File: src/rtl/key_pkg.sv
// Scan-code constants, prefix-state enum and make/break code-to-key mapping
// shared by the PS/2 key player controller.
package key_pkg;

  localparam logic [7:0] SC_EXT   = 8'hE0;
  localparam logic [7:0] SC_BRK   = 8'hF0;
  localparam logic [7:0] SC_W     = 8'h1D;
  localparam logic [7:0] SC_A     = 8'h1C;
  localparam logic [7:0] SC_D     = 8'h23;
  localparam logic [7:0] SC_UP    = 8'h75;
  localparam logic [7:0] SC_LEFT  = 8'h6B;
  localparam logic [7:0] SC_RIGHT = 8'h74;

  localparam int NKEY    = 6;
  localparam int K_W     = 0;
  localparam int K_A     = 1;
  localparam int K_D     = 2;
  localparam int K_UP    = 3;
  localparam int K_LEFT  = 4;
  localparam int K_RIGHT = 5;

  typedef enum logic [1:0] {ST_IDLE, ST_EXT, ST_BRK, ST_EXT_BRK} pfx_state_e;

  // Non-extended 75/6B/74 are keypad codes and intentionally map to nothing.
  function automatic logic [NKEY-1:0] map_code(input logic [7:0] code, input logic ext);
    logic [NKEY-1:0] m;
    m = '0;
    if (!ext) begin
      case (code)
        SC_W:    m[K_W] = 1'b1;
        SC_A:    m[K_A] = 1'b1;
        SC_D:    m[K_D] = 1'b1;
        default: m = '0;
      endcase
    end else begin
      case (code)
        SC_UP:    m[K_UP]    = 1'b1;
        SC_LEFT:  m[K_LEFT]  = 1'b1;
        SC_RIGHT: m[K_RIGHT] = 1'b1;
        default:  m = '0;
      endcase
    end
    return m;
  endfunction

endpackage

File: src/rtl/key_scan_decode.sv
// PS/2 prefix FSM: strips E0/F0 prefixes and emits one code strobe per key event.
// state   | meaning
// IDLE    | no prefix seen
// EXT     | E0 seen, waiting for code or F0
// BRK     | F0 seen, next byte is a break code
// EXT_BRK | E0 F0 seen, next byte is an extended break code
module key_scan_decode
  import key_pkg::*;
(
  input  logic       clk,
  input  logic       rst_n,
  input  logic [7:0] rx_data,
  input  logic       rx_valid,
  input  logic       clear,
  output logic [7:0] code,
  output logic       ext,
  output logic       brk,
  output logic       code_stb
);

  pfx_state_e state_q, state_d;

  always_ff @(posedge clk or negedge rst_n) begin
    if (!rst_n) state_q <= ST_IDLE;
    else        state_q <= state_d;
  end

  // Strobe is combinational so the parent's flag registers land one cycle after rx_valid.
  always_comb begin
    state_d  = state_q;
    code     = rx_data;
    ext      = 1'b0;
    brk      = 1'b0;
    code_stb = 1'b0;
    if (rx_valid) begin
      case (state_q)
        ST_IDLE: begin
          if (rx_data == SC_EXT)      state_d = ST_EXT;
          else if (rx_data == SC_BRK) state_d = ST_BRK;
          else                        code_stb = 1'b1;
        end
        ST_EXT: begin
          if (rx_data == SC_BRK)      state_d = ST_EXT_BRK;
          else if (rx_data == SC_EXT) state_d = ST_EXT;
          else begin
            code_stb = 1'b1;
            ext      = 1'b1;
            state_d  = ST_IDLE;
          end
        end
        ST_BRK: begin
          code_stb = 1'b1;
          brk      = 1'b1;
          state_d  = ST_IDLE;
        end
        ST_EXT_BRK: begin
          code_stb = 1'b1;
          ext      = 1'b1;
          brk      = 1'b1;
          state_d  = ST_IDLE;
        end
        default: state_d = ST_IDLE;
      endcase
    end else if (clear) begin
      state_d = ST_IDLE;
    end
  end

endmodule

File: src/rtl/key_player_ctrl.sv
// Held-key tracker for Fire (W/A/D) and Water (arrows) with watchdog and enable gating.
// Define KEY_OPPOSE_EN to resolve simultaneous left+right to the last pressed direction.
module key_player_ctrl
  import key_pkg::*;
#(
  parameter int unsigned KEY_TIMEOUT = 40_000_000
) (
  input  logic       clk,
  input  logic       rst_n,
  input  logic [7:0] rx_data,
  input  logic       rx_valid,
  input  logic       enable,
  output logic       p1_w,
  output logic       p1_a,
  output logic       p1_d,
  output logic       p2_up,
  output logic       p2_left,
  output logic       p2_right,
  output logic       any_key
);

  localparam logic [31:0] WD_TC = 32'(KEY_TIMEOUT - 1);

  logic [7:0]      code;
  logic            ext, brk, code_stb;
  logic [NKEY-1:0] flags_q, flags_d, hit, eff, out_q;
  logic [31:0]     wd_q, wd_d;
  logic            wd_fire;

  key_scan_decode u_dec (
    .clk      (clk),
    .rst_n    (rst_n),
    .rx_data  (rx_data),
    .rx_valid (rx_valid),
    .clear    (wd_fire),
    .code     (code),
    .ext      (ext),
    .brk      (brk),
    .code_stb (code_stb)
  );

  assign any_key = |flags_q;
  // A byte arriving on the terminal cycle wins over the timeout clear.
  assign wd_fire = (KEY_TIMEOUT != 0) && !rx_valid && any_key && (wd_q == WD_TC);

  always_comb begin
    hit = code_stb ? map_code(code, ext) : '0;
    if (wd_fire)  flags_d = '0;
    else if (brk) flags_d = flags_q & ~hit;
    else          flags_d = flags_q | hit;
    if (rx_valid)              wd_d = '0;
    else if (wd_q != '1)       wd_d = wd_q + 32'd1;
    else                       wd_d = wd_q;
  end

`ifdef KEY_OPPOSE_EN
  logic last1_q, last1_d, last2_q, last2_d;  // 1 = right was the last direction pressed

  always_comb begin
    last1_d = last1_q;
    last2_d = last2_q;
    if (!brk) begin
      if (hit[K_D])     last1_d = 1'b1;
      if (hit[K_A])     last1_d = 1'b0;
      if (hit[K_RIGHT]) last2_d = 1'b1;
      if (hit[K_LEFT])  last2_d = 1'b0;
    end
    eff          = flags_d;
    eff[K_A]     = flags_d[K_A]     & ~(flags_d[K_D] & last1_d);
    eff[K_D]     = flags_d[K_D]     & ~(flags_d[K_A] & ~last1_d);
    eff[K_LEFT]  = flags_d[K_LEFT]  & ~(flags_d[K_RIGHT] & last2_d);
    eff[K_RIGHT] = flags_d[K_RIGHT] & ~(flags_d[K_LEFT] & ~last2_d);
  end

  always_ff @(posedge clk or negedge rst_n) begin
    if (!rst_n) begin
      last1_q <= 1'b0;
      last2_q <= 1'b0;
    end else begin
      last1_q <= last1_d;
      last2_q <= last2_d;
    end
  end
`else
  assign eff = flags_d;
`endif

  always_ff @(posedge clk or negedge rst_n) begin
    if (!rst_n) begin
      flags_q <= '0;
      out_q   <= '0;
      wd_q    <= '0;
    end else begin
      flags_q <= flags_d;
      out_q   <= enable ? eff : '0;
      wd_q    <= wd_d;
    end
  end

  assign p1_w     = out_q[K_W];
  assign p1_a     = out_q[K_A];
  assign p1_d     = out_q[K_D];
  assign p2_up    = out_q[K_UP];
  assign p2_left  = out_q[K_LEFT];
  assign p2_right = out_q[K_RIGHT];

endmodule

File: config.mk
export PLATFORM = sky130hd
export DESIGN_NAME = key_player_ctrl
export DESIGN_NICKNAME = d
export VERILOG_FILES = /design/src/rtl/key_pkg.sv /design/src/rtl/key_scan_decode.sv /design/src/rtl/key_player_ctrl.sv
export SDC_FILE = /design/constraint.sdc
export NUM_CORES = 1
export LEC_CHECK = 0
export CAP_MARGIN = 20
export CORE_ASPECT_RATIO = 0.6
export CORE_UTILIZATION = 58
export CTS_CLUSTER_SIZE = 30
export DETAILED_ROUTE_END_ITERATION = 8
export PLACE_DENSITY_LB_ADDON = 0.25
export SETUP_SLACK_MARGIN = 0.5
export SYNTH_ARGS = -nofsm -noshare
export SYNTH_HDL_FRONTEND = slang
export SYNTH_SLANG_ARGS = --single-unit
File: constraint.sdc
create_clock -name clk -period 2 [get_ports clk]
set_input_delay 0.2 -clock clk [delete_from_list [all_inputs] [get_ports clk]]
set_output_delay 0.2 -clock clk [all_outputs]
set_load 0.05 [all_outputs]
==> results.py, run 1 <==
metrics = {
    "logic_synthesis": {
        "postSynthAreaPerCell_um2": 10.05,
        "yosys_most_used_dff": "dfrtp_1",
        "synth.area.top_cells": "dfrtp_1 45%, xnor2_1 6.8%, nor2_1 5.8%",
        "syn_nets": 269,
        "async_reset_ff_frac": 1.000,
        "synth_commonest_cells": "46 x dfrtp_1, 40 x nor2_1, 20 x xnor2_1",
        "ys_warn_count": 0,
        "synthCells": 256,
        "synth_top_cell_by_area": "dfrtp_1",
        "yosysSeqAreaShare": 0.4473,
        "synth_edf_count": 0,
        "ys_seq_elements": 46,
        "synth_top_area_frac": 0.4473,
        "syn_area_um2": 2574,
        "synth.distinct_cells": 53,
        "synth_most_common_cell": "dfrtp_1",
    },
    "grt": {
        "grt_usage": 0.8280,
        "grt_max_degree": 28,
        "gr-total-overflow": 96,
    },
    "placed_design": {
        "gp_congestion": 0.9317,
        "io_buffers": 18,
        "placed_cells": 354,
        "dp_hpwl_um": 5018,
    },
    "floorplanning": {
        "die_h_um": 53.60,
        "fp.dieW_um": 88,
        "num_rows": 18,
        "ios": 19,
        "start_util": 0.6144,
    },
    "outcome": {
        "error": "[ERROR GRT-0232] Routing congestion too high. Check the congestion heatmap in the GUI.",
        "status": "aborted with a tool error",
        "haltStage": "5_1_grt",
    },
    "cts": {
        "htree_levels": 2,
        "cts_made_buffers": 5,
        "cts_buffer_depth": 2,
        "clockRootBuffer": "clkbuf_8",
        "clock-sinks": 46,
    },
    "sta": {
        "worst-ep-kind": "register input",
        "postGrtWorstEndpoint": "wd_q[19]$_DFFE_PN0P_/D",
    },
}
## kinds of logic after synthesis
| logic type | after synthesis | synth area share |
|---|---|---|
| AOI/OAI and AO/OA | 35 | 0.1128 |
| xor gates and xnor gates | 24 | 0.08167 |
| adders and majority gates | 1 | 0.004861 |
| buffers and inverters | 15 | 0.03257 |
| DFF | 46 | 0.4473 |
| muxes | 7 | 0.02771 |
| and+or+nand+nor | 128 | 0.2931 |
## what timing repair did
action                                  in CTS
resized for setup                           77
hold buffers                                 1
endpoints found under the setup margin      53
setup buffers                               33
hold endpoints to repair                    25
cloned                                       1
pin swaps                                   61
## routing by layer
layer  track usage  GRT overflow
met1        0.8256             1
met4        0.9454            41
met2        0.9780            51
met5        0.3409             1
met3        0.6534             2
## stage by stage
stage               hold WS (ns)  setup slack [ns]  utilization     TNS, ns  area (um^2)
detailed placement        0.2335          -0.01819       0.7596    -0.03311         3182
floorplan               -0.09559            0.2935            -           0         2786
CTS                       0.4401            0.1617       0.9247           0         3874
global placement          0.2264        -0.0006328       0.7596  -0.0006328         3182
==> run 2, diff against run 1 <==
--- a/config.mk
+++ b/config.mk
@@ -6,12 +6,9 @@
 export NUM_CORES = 1
 export LEC_CHECK = 0
 export CAP_MARGIN = 20
-export CORE_ASPECT_RATIO = 0.6
-export CORE_UTILIZATION = 58
-export CTS_CLUSTER_SIZE = 30
+export CORE_UTILIZATION = 40
 export DETAILED_ROUTE_END_ITERATION = 8
-export PLACE_DENSITY_LB_ADDON = 0.25
-export SETUP_SLACK_MARGIN = 0.5
+export PLACE_DENSITY_LB_ADDON = 0.15
 export SYNTH_ARGS = -nofsm -noshare
 export SYNTH_HDL_FRONTEND = slang
 export SYNTH_SLANG_ARGS = --single-unit
==> run 2 against run 1 <==
The flow now finishes without violations; synthesized area unchanged; synthesized cell count is the same.
==> results.py, run 2 <==
metrics = {
    "worst_setup_path": {
        "cpMaxStageDelayCell": "dfrtp_1",
        "path_cells": "ha_1 -> and3_2 -> buf_4 -> and4_2 -> a311oi_1 -> xnor2_1 -> nor2_1",
        "cp-end-kind": "flip-flop",
        "worst-path-buf-inv": 1,
        "cp_data_arrival_time_ns": 2.10,
        "worst-path-max-fanout": 10,
        "crit_type": "flip-flop to flip-flop",
        "cpLargestDelayFamily": "simple AND/OR/NAND/NOR gates",
        "max_stage_delay_ns": 0.39,
        "worstPathRequired_ns": 2.19,
        "startpoint_type": "flip-flop",
    },
    "power_and_ir_drop": {
        "p_total_mw": 1.689,
        "leakagePower_nw": 1.333,
        "power.density_nw_per_um2": 527.5,
        "irDropWorstVdd_mv": 0.3293,
    },
    "logic_synthesis": {
        "synth_top_cell_by_area": "dfrtp_1",
        "synth.distinct_cells": 53,
        "synth_most_common_cell": "dfrtp_1",
        "async_reset_ff_frac": 1.000,
        "synth.area.top_cells": "dfrtp_1 45%, xnor2_1 6.8%, nor2_1 5.8%",
        "ys_seq_elements": 46,
        "syn_area_um2": 2574,
        "synth_edf_count": 0,
        "synthCells": 256,
        "yosys_most_used_dff": "dfrtp_1",
        "ys_warn_count": 0,
        "postSynthAreaPerCell_um2": 10.05,
        "yosysSeqAreaShare": 0.4473,
        "synth_commonest_cells": "46 x dfrtp_1, 40 x nor2_1, 20 x xnor2_1",
        "syn_nets": 269,
        "synth_top_area_frac": 0.4473,
    },
    "grt": {
        "grt_max_degree": 38,
        "grt_usage": 0.1951,
        "gr-total-overflow": 0,
        "antenna_found_initial": 0,
        "grt_pass1_wl_um": 9846,
        "grt_pass1_vias": 2012,
    },
    "cts": {
        "clockRootBuffer": "clkbuf_8",
        "path_clk_slew_ns": 0.09,
        "cts_buffer_depth": 2,
        "clock-sinks": 46,
        "clock_latency_ns": 0.30,
        "htree_levels": 2,
        "cts_made_buffers": 5,
        "tritoncts": "yes",
    },
    "floorplanning": {
        "die_h_um": 82.22,
        "ios": 19,
        "die_area_um2": 6759,
        "start_util": 0.4246,
        "fp.dieW_um": 82.22,
        "design.core.area_um2": 6061,
        "num_rows": 28,
    },
    "placed_design": {
        "gp_congestion": 0.8738,
        "io_buffers": 18,
        "dp_hpwl_um": 4209,
    },
    "sta": {
        "clock.fmax_mhz": 523.3,
        "setup_viol": 0,
        "setup_tns_ns": 0,
        "drv_slew": 0,
        "post-route-period-util": 0.9556,
        "relSlewSlack": 0.6155,
        "fin_skew_ns": 0.007843,
        "hold_viol": 0,
        "layout_min_cycle_time_ns": 1.911,
        "rsz0062_at_grt": "no",
        "tightest_slew_ns": 0.5708,
    },
    "route": {
        "initialDrtViolationCount": 134,
        "dr.pass1.iters": 4,
        "routed_wirelength_um": 5764,
        "drtAntennaViolNets": 0,
        "wire_per_inst_um": 15.05,
        "route.detailed.drc": 0,
        "vias": 2094,
        "viasPerCell": 5.467,
    },
    "finish": {
        "top_regs": "wd_q x32, flags_q x6, out_q x6",
        "diodes": 0,
        "layout-drive-gt1-share": 0.2110,
        "syn2layout_area_growth_pct": 24.40,
        "nets": 320,
        "max_flop_register": "wd_q",
        "most-common-layout-cells": "45 x dfrtp_1, 40 x nor2_1, 35 x buf_4",
        "largest_reg_flops": 32,
        "final_common_cell": "dfrtp_1",
    },
    "min_path": {
        "hold_class": "input port to async pin",
    },
    "outcome": {
        "status": "finished clean",
    },
    "job": {
        "cap_violations": 0,
    },
}
==> run 2: path summary, 6_finish.rpt <==
kind	slack, ns	endpoint	cells after the start	startpoint
max	0.09	wd_q[10]	7	wd_q[0]
min	0.38	flags_q[4]	2	rst_n
max reg2reg	0.09	wd_q[10]	7	wd_q[0]
min reg2reg	0.56	u_dec.state_q[0]	1	u_dec.state_q[0]
max in group asynchronous	1.06	wd_q[25]	3	rst_n
min in group clk	0.48	out_q[4]	2	enable
==> run 2: where the power goes <==
group	internal, mW	switching [mW]
combinational	0.0622	0.0898
sequential	0.942	0.00739
clock	0.252	0.335
total	1.26	0.433
==> run 2: final cells by class <==
cell class | instances | area, um^2
clock inverters | 3 | 25.02
clock buffers | 5 | 68.82
well taps | 75 | 93.84
multi-input cells | 195 | 1373
fillers | 562 | 2859
repair buffers | 56 | 478.0
inverters | 3 | 11.26
flip-flops and latches | 46 | 1152
==> run 2: cells by family (layout without fill, tap and decap cells) <==
family / Yosys count / after routing / synth area share
XOR/XNOR: 24 / 24 / 0.08167
buffers and inverters: 15 / 67 / 0.03257
flip-flops: 46 / 46 / 0.4473
AND/OR/NAND/NOR: 128 / 128 / 0.2931
adder cells (fa/ha/maj): 1 / 1 / 0.004861
multiplexers: 7 / 7 / 0.02771
AO/OA/AOI/OAI: 35 / 35 / 0.1128
==> run 2: worst register-to-register path, stage by stage, from the launching register on <==
cell	delay (ns)
dfrtp_1	0.39
ha_1	0.23
and3_2	0.26
buf_4	0.15
and4_2	0.28
a311oi_1	0.28
xnor2_1	0.16
nor2_1	0.05
==> run 2: layer usage <==
| metal | wire [um] | up-vias | GRT usage |
|---|---|---|---|
| li1 | - | 1044 | - |
| met1 | 2865 | 998 | 0.2696 |
| met2 | 2590 | 45 | 0.3050 |
| met3 | 229 | 7 | 0.03736 |
| met4 | 78 | 0 | 0.06667 |
| met5 | 0 | - | 0 |
==> run 2: metrics by stage <==
| step | cell area (um^2) | cells | setup WS (ns) | util | hold WS, ns |
|---|---|---|---|---|---|
| 2_1_floorplan | 2574 | 256 | 0.1717 | - | -0.09559 |
| 3_3_place_gp | 3053 | 373 | 0.03304 | 0.5037 | 0.1847 |
| 3_5_place_dp | 3053 | 373 | 0.03321 | 0.5037 | 0.1799 |
| 4_1_cts | 3156 | 382 | 0.02574 | 0.5206 | 0.3865 |
| 5_1_grt | 3202 | 383 | 0.01584 | 0.5283 | 0.4369 |
| 6_report | 3202 | 383 | 0.08889 | 0.5283 | 0.3767 |
==> run 2: timing repair <==
action | 4_1_cts | 5_1_grt
endpoints found under the setup margin | 1 | 22
resized for setup | 1 | 9
pin swaps | 0 | 1
hold endpoints to repair | 19 | 0
hold buffers | 1 | 0
buffers inserted | 0 | 1
No activity file was read; power rests on OpenSTA's default activity.
==> run 3, diff against run 2 <==
--- a/config.mk
+++ b/config.mk
@@ -6,7 +6,7 @@
 export NUM_CORES = 1
 export LEC_CHECK = 0
 export CAP_MARGIN = 20
-export CORE_UTILIZATION = 40
+export CORE_UTILIZATION = 55
 export DETAILED_ROUTE_END_ITERATION = 8
 export PLACE_DENSITY_LB_ADDON = 0.15
 export SYNTH_ARGS = -nofsm -noshare
==> run 3 against run 2 <==
Flip-flop and latch count unchanged; hold slack better by 0.079 ns; setup slack worse by 0.021 ns; routed wire length decreased by 5.7%; die area shrank 27%; core utilization increased by 17 points; global-route usage is 4.0 points higher; clock-buffer cell count rose by 2; clock skew rose by 0.0022 ns; critical path type unchanged.
==> results.py, run 3 (same netlist as run 2, synthesis figures left out) <==
metrics = {
    "worst_setup_path": {
        "crit_type": "flip-flop to flip-flop",
        "worst-path-max-fanout": 10,
        "path_cells": "ha_1 -> and3_1 -> buf_4 -> and4_2 -> a311oi_1 -> xnor2_1 -> nor2_1",
        "max_stage_delay_ns": 0.41,
        "r2r_slack_ns": 0.07,
        "cpMaxStageDelayCell": "dfrtp_1",
        "cp_data_arrival_time_ns": 2.12,
        "cp-end-kind": "flip-flop",
        "worstPathRequired_ns": 2.19,
        "startpoint_type": "flip-flop",
    },
    "placed_design": {
        "io_buffers": 18,
        "gp_congestion": 0.8920,
        "dp_hpwl_um": 3917,
        "dpl_cell_area_um2": 2937,
        "placed_cells": 340,
    },
    "grt": {
        "grt_pass1_vias": 1984,
        "grt_pass1_wl_um": 9135,
        "grt_usage": 0.2349,
        "gr-total-overflow": 0,
        "antenna_found_initial": 0,
        "grt_max_degree": 37,
    },
    "route": {
        "initialDrtViolationCount": 149,
        "wire_per_inst_um": 15.57,
        "viasPerCell": 6.014,
        "drtAntennaViolNets": 0,
        "routed_wirelength_um": 5435,
        "route.detailed.drc": 0,
        "vias": 2099,
        "dr.pass1.iters": 4,
    },
    "finish": {
        "final_common_cell": "dfrtp_1",
        "largest_reg_flops": 32,
        "fillers": 337,
        "syn2layout_area_growth_pct": 20.32,
        "layout-drive-gt1-share": 0.1852,
        "top_regs": "wd_q x32, flags_q x6, out_q x6",
        "final_cells": 349,
        "nets": 309,
        "most-common-layout-cells": "46 x dfrtp_1, 40 x nor2_1, 26 x buf_4",
        "finalInstanceArea_um2": 3097,
        "diodes": 0,
        "max_flop_register": "wd_q",
    },
    "min_path": {
        "hold_class": "input port to async pin",
    },
    "floorplanning": {
        "start_util": 0.5830,
        "ios": 19,
        "num_rows": 24,
        "design.core.area_um2": 4414,
        "die_h_um": 70.41,
        "die_area_um2": 4957,
        "fp.dieW_um": 70.41,
    },
    "sta": {
        "hold_viol": 0,
        "setup_viol": 0,
        "hold_ws_ns": 0.4560,
        "setup_tns_ns": 0,
        "drv_slew": 0,
        "fin_skew_ns": 0.01004,
        "clock.fmax_mhz": 517.5,
        "post-route-period-util": 0.9662,
        "layout_min_cycle_time_ns": 1.932,
        "relSlewSlack": 0.5503,
        "tightest_slew_ns": 0.6746,
    },
    "cts": {
        "cts_buffer_depth": 2,
        "htree_levels": 2,
        "clockRootBuffer": "clkbuf_8",
        "tritoncts": "yes",
        "clock_latency_ns": 0.31,
        "clock-sinks": 46,
        "path_clk_slew_ns": 0.09,
        "cts_made_buffers": 5,
    },
    "power_and_ir_drop": {
        "irDropWorstVdd_mv": 0.4509,
        "leakagePower_nw": 1.281,
        "power.density_nw_per_um2": 557.5,
    },
    "outcome": {
        "status": "finished clean",
    },
    "job": {
        "cap_violations": 0,
    },
}
run 3: changes by cell type in the layout (fill, tap and decap cells not counted), sizes merged:
cell / before / now
buf: 38 / 27
inv: 4 / 3
clkbuf: 5 / 7
clkinvlp: 1 / 0
run 3: power by group:
part           internal [mW]  switching (mW)  total (mW)  leakage [nW]
Clock                  0.317           0.317       0.634        0.0544
Combinational         0.0572          0.0850       0.142         0.588
Sequential             0.942         0.00878       0.951         0.639
run 3: timing repair:
item                       CTS  global route
gates resized for setup      1             9
setup buffers                0             0
setup endpoints to repair    1            15
pin swaps                    0             1
hold endpoints to repair    30             0
hold buffers                 1             0
run 3: worst max-delay path, delay by kind of cell, from the launching register on:
| kind | cells | cell delay [ns] |
|---|---|---|
| AO/OA/AOI/OAI | 1 | 0.29 |
| AND/OR/NAND/NOR | 3 | 0.58 |
| buffers and inverters | 1 | 0.16 |
| flip-flops | 1 | 0.41 |
| adder cells (fa/ha/maj) | 1 | 0.22 |
| XOR/XNOR | 1 | 0.16 |
run 3: path summary, 6_finish.rpt:
kind	from	endpoint	cells after the start
max reg2reg	wd_q[1]	wd_q[9]	7
min in group clk	enable	out_q[4]	2
min reg2reg	u_dec.state_q[0]	u_dec.state_q[0]	1
max in group asynchronous	rst_n	out_q[4]	3
min	rst_n	wd_q[31]	2
max	wd_q[1]	wd_q[9]	7
run 3: through the flow:
stage	total power, mW	setup slack [ns]	util
floorplan	1.038	0.1717	-
global placement	1.111	0.07036	0.6652
detailed placement	1.114	0.07062	0.6652
CTS	1.747	0.07244	0.6910
global route	1.784	-0.01859	0.7015
finish	1.727	0.06759	0.7015
run 3: cell type report:
| class | instances | area [um^2] | area share |
|---|---|---|---|
| flip-flops and latches | 46 | 1151 | 0.3717 |
| well taps | 52 | 65.06 | 0.02101 |
| repair buffers | 45 | 379.1 | 0.1224 |
| inverters | 3 | 11.26 | 0.003636 |
| clock inverters | 1 | 8.758 | 0.002828 |
| multi-input cells | 195 | 1385 | 0.4473 |
| clock buffers | 7 | 96.34 | 0.03111 |
run 3: metal layers:
metal | global-route usage | up-vias | wire, um
met1 | 0.3162 | 1025 | 2519
li1 | - | 1024 | -
met3 | 0.04762 | 5 | 214
met5 | 0 | - | 0
met4 | 0.07778 | 0 | 61
met2 | 0.3788 | 45 | 2638
==> RTL edit 1: new RTL, config.mk and constraints of run 2 <==
Build with the macro `KEY_OPPOSE_EN` defined.
--- a/src/rtl/key_player_ctrl.sv
+++ b/src/rtl/key_player_ctrl.sv
@@ -2,2 +2,4 @@
 // Define KEY_OPPOSE_EN to resolve simultaneous left+right to the last pressed direction.
+`define KEY_OPPOSE_EN
+
 module key_player_ctrl
Formal check against the unedited RTL: not equivalent (a bounded check fails within 4 cycles, from zero or initial values and one cycle with rst_n low).
==> RTL edit 1 against run 2 <==
Area after synthesis up 4.9%; power up 11%; sequential cell count is 2 higher; first-iteration DRC count decreased by 32%; the run now ends with DRC left; worst setup slack got worse by 0.059 ns; routed wire length up 14%; global-route usage fell by 0.17 points; final area rose by 7.5%; synthesized cell count increased by 5.1%.
==> RTL edit 1: results (changes against run 2) <==
[status]
status=complete, but fails checks  ; was finished clean
violations=DRC

[global_routing]
grt_pass1_vias=2124  ; was 2012
met1_usage=0.285  ; was 0.270
grt_pass1_wl_mm=10.9  ; was 9.85 mm
track_usage=0.193  ; was 0.195
use_met2=0.298  ; was 0.305
grtUsageMet3=0.0334  ; was 0.0374
grt_max_degree=35  ; was 38

[drt]
vias=2269  ; was 2094
met3WireLength_um=231  ; was 229 um
drc_errors=2  ; was 0
met2_length_mm=3.01  ; was 2.59 mm
drtPass1Iterations=6  ; was 4
vias_per_cell=5.56  ; was 5.47
wl_per_cell_um=16.2  ; was 15.0 um
first_iter_violations=91  ; was 134

[placed_design]
hpwl_mm=4.69  ; was 4.21 mm
placed_cells=397  ; was 373
pre_cts_slack_ns=-0.0936  ; was 0.0332 ns
placed_cell_area_mm2=0.00326  ; was 0.00305 mm^2
gp_congestion=0.809  ; was 0.874

[power]
pwr_density_cell_mw_per_mm2=546  ; was 527 mW/mm^2
p_leak_uw=0.00147  ; was 0.00133 uW
vdd_drop_max_mv=0.242  ; was 0.329 mV
p_int_uw=1430  ; was 1260 uW

[layout]
drive_gt1_frac=0.245  ; was 0.211
final_nets=343  ; was 320
fillers=576  ; was 562

[synthesis]
synth_cell_type_count=55  ; was 53
syn-num-nets=282  ; was 269
ys_async_sr_fraction=1.00  ; unchanged
ys_seq_area_frac=0.445  ; was 0.447
synth_area_leaders=dfrtp_1, nor2_1, xnor2_1  ; was dfrtp_1, xnor2_1, nor2_1
synth_common_cells=dfrtp_1, nor2_1, xnor2_1, nand3_1, nand4_1  ; was dfrtp_1, nor2_1, xnor2_1, nand3_1, nand2_1
syn_area_per_cell_um2=10.0  ; was 10.1 um^2

[timing]
tightest_slew_ns=0.625  ; was 0.571 ns
clock_skew_ns=0.00993  ; was 0.00784 ns
timing.hold.ws_ns=0.434  ; was 0.377 ns
fin_crit_ns=1.97  ; was 1.91 ns

[setup_path]
crit_arrival_ns=2.16  ; was 2.10 ns
crit_fanout=4  ; was 10
rrSetupSlack_ns=0.03  ; was 0.09 ns
rr_startpoint=wd_q[0]  ; unchanged
critPathMaxStageDelay_ns=0.37  ; was 0.39 ns
crit_end=wd_q[23]  ; was wd_q[10]

[RTL edit 1: what timing repair did]
item	CTS	global route
setup buffers	0	2
resized for setup	2	10
hold buffers	1	0
cloned	0	0
pin swaps	0	3
setup endpoints to repair	2	28
hold endpoints to repair	25	0
[RTL edit 1: cells by family (layout without fill, tap and decap cells)]
group	Yosys count	in the layout	share of synthesized area
mux	8	8	0.0306
flops	48	48	0.445
xor+xnor	25	25	0.0811
fa+ha+maj	1	1	0.00463
buf+inv	15	77	0.0250
compound gates	37	37	0.118
simple gates	135	135	0.296
[RTL edit 1: worst min path at each step]
stage	start	endpoint	cells after the start
floorplan	rst_n	flags_q[0]	0
global placement	rst_n	out_q[2]	1
detailed placement	rst_n	out_q[1]	1
CTS	rst_n	wd_q[9]	2
global route	rst_n	out_q[1]	2
finish	rst_n	out_q[2]	2
[RTL edit 1: power groups by stage]
stage | Clock [uW] | Combinational [uW] | Sequential (uW)
finish | 711 | 176 | 994
global route | 767 | 194 | 996
CTS | 724 | 176 | 993
detailed placement | 0 | 177 | 1010
global placement | 0 | 176 | 1010
floorplan | 0 | 67.5 | 1020
[RTL edit 1: worst reg2reg max path, cell delays in order, from the launching register on]
cell and delay [ns]:
dfrtp_1 0.37, ha_2 0.22, nand4_1 0.15, buf_4 0.18
nor4_4 0.21, nand3_2 0.17, and4_1 0.24, mux2_1 0.30
[RTL edit 1: area by class of cell]
type                            count  share of cell area
Multi-Input combinational cell    206               0.430
Sequential cell                    48               0.349
Timing Repair Buffer               64               0.155
Tap cell                           77              0.0280
Clock buffer                        5              0.0200
Clock inverter                      3              0.0124
Inverter                            5             0.00545
==> RTL edit 2: new RTL, flow settings as in run 2 <==
Without the edit above. The 4 states of `pfx_state_e` get a one-hot encoding in 4 bits.
--- a/src/rtl/key_pkg.sv
+++ b/src/rtl/key_pkg.sv
@@ -21,3 +21,3 @@
 
-  typedef enum logic [1:0] {ST_IDLE, ST_EXT, ST_BRK, ST_EXT_BRK} pfx_state_e;
+  typedef enum logic [3:0] {ST_IDLE = 4'b0001, ST_EXT = 4'b0010, ST_BRK = 4'b0100, ST_EXT_BRK = 4'b1000} pfx_state_e;
 
Function: no difference found for any inputs over 4 cycles, from zero or initial values and one cycle with rst_n low; so few cycles prove little.
==> RTL edit 2 against run 2 <==
The flow now finishes with violations (setup timing); critical path type unchanged; power increased by 12%; maximum frequency decreased by 6.8%; core utilization grew 2.1 points; sequential cell count increased by 2; largest power group unchanged; area after synthesis up 8.7%; sequential share of layout area fell by 3.6 points; final area is 16% higher; non-clock buffer count increased by 25; clock skew decreased by 0.0028 ns; worst setup slack got worse by 0.14 ns; routed wire length is 15% higher.
==> RTL edit 2: results (changes against run 2) <==
[layout]
fillers=617  ; was 562
final_nets=380  ; was 320
finalNonFillerCells=448  ; was 383

[setup_path]
crit_end=out_q[3]  ; was wd_q[10]
ff2ff_path_depth=6  ; was 7
rr_startpoint=wd_q[9]  ; was wd_q[0]

[timing]
timing.hold.ws_ns=0.406  ; was 0.377 ns
clock_skew_ns=0.00508  ; was 0.00784 ns
fin_ws_ns=-0.0510  ; was 0.0889 ns
finalSetupViolations=13  ; was 0

[drt]
drt-total-wl_mm=6.62  ; was 5.76 mm
vias_per_cell=5.48  ; was 5.47

[status]
status=complete, but fails checks  ; was finished clean
violations=setup timing

[global_routing]
grt_pass1_vias=2431  ; was 2012
grtUsageMet3=0.0375  ; was 0.0374
met1_usage=0.275  ; was 0.270
grt_max_degree=27  ; was 38
use_met2=0.316  ; was 0.305
track_usage=0.197  ; was 0.195

[power]
p_leak_uw=0.00158  ; was 0.00133 uW
vdd_drop_max_mv=0.547  ; was 0.329 mV
powerClk_uw=708  ; was 588 uW
p_switching_uw=450  ; was 433 uW
pwr_density_cell_mw_per_mm2=509  ; was 527 mW/mm^2

[synthesis]
synth_area_leaders=dfrtp_1, nor2_1, nand2_1  ; was dfrtp_1, xnor2_1, nor2_1
synth_cell_type_count=56  ; was 53
syn_area_per_cell_um2=9.61  ; was 10.1 um^2
synthAdderAreaFrac=0.00447  ; was 0.00486

[placed_design]
placed_cell_area_mm2=0.00347  ; was 0.00305 mm^2

RTL edit 2: how the worst min path moves through the flow:
stage	start	to
2_1_floorplan	rst_n	flags_q[0]
3_3_place_gp	rst_n	out_q[1]
3_5_place_dp	rst_n	out_q[1]
4_1_cts	rst_n	out_q[1]
5_1_grt	rst_n	out_q[1]
6_report	rst_n	out_q[1]
RTL edit 2: final cells by class:
cell class | instances | share of cell area
clock buffers | 5 | 0.0185
clock inverters | 3 | 0.0115
inverters | 7 | 0.00708
multi-input cells | 224 | 0.431
flip-flops and latches | 48 | 0.324
well taps | 80 | 0.0270
repair buffers | 81 | 0.181
RTL edit 2: critical path: stages, from the launching register on:
cell and delay, ns:
dfrtp_1 0.38, or4_1 0.50, or4_4 0.43, nor4b_4 0.25, buf_4 0.17, nand2b_4 0.17, nor2_2 0.04
RTL edit 2: layer usage:
layer	vias up	part of all wire
met4	0	0.0066
met2	31	0.49
met1	1180	0.48
met3	6	0.025
met5	-	0
li1	1236	-
RTL edit 2: timing repair:
action,in CTS,in global routing
endpoints found under the hold margin,21,0
endpoints found under the setup margin,14,29
gates resized for setup,5,20
pin swaps,3,7
hold buffers,1,0
setup buffers,0,3
RTL edit 2: per-stage QoR:
step	power (uW)	setup TNS [ns]
finish	1890	-0.395
global route	1970	-1.64
CTS	1910	-0.573
detailed placement	1200	-10.72
global placement	1200	-9.60
floorplan	1090	-0.523
RTL edit 2: cells by family after synthesis:
| kind of cell | count (synthesis) |
|---|---|
| flops | 48 |
| buf+inv | 19 |
| mux | 8 |
| xor+xnor | 12 |
| fa+ha+maj | 1 |
| simple gates | 146 |
| compound gates | 57 |
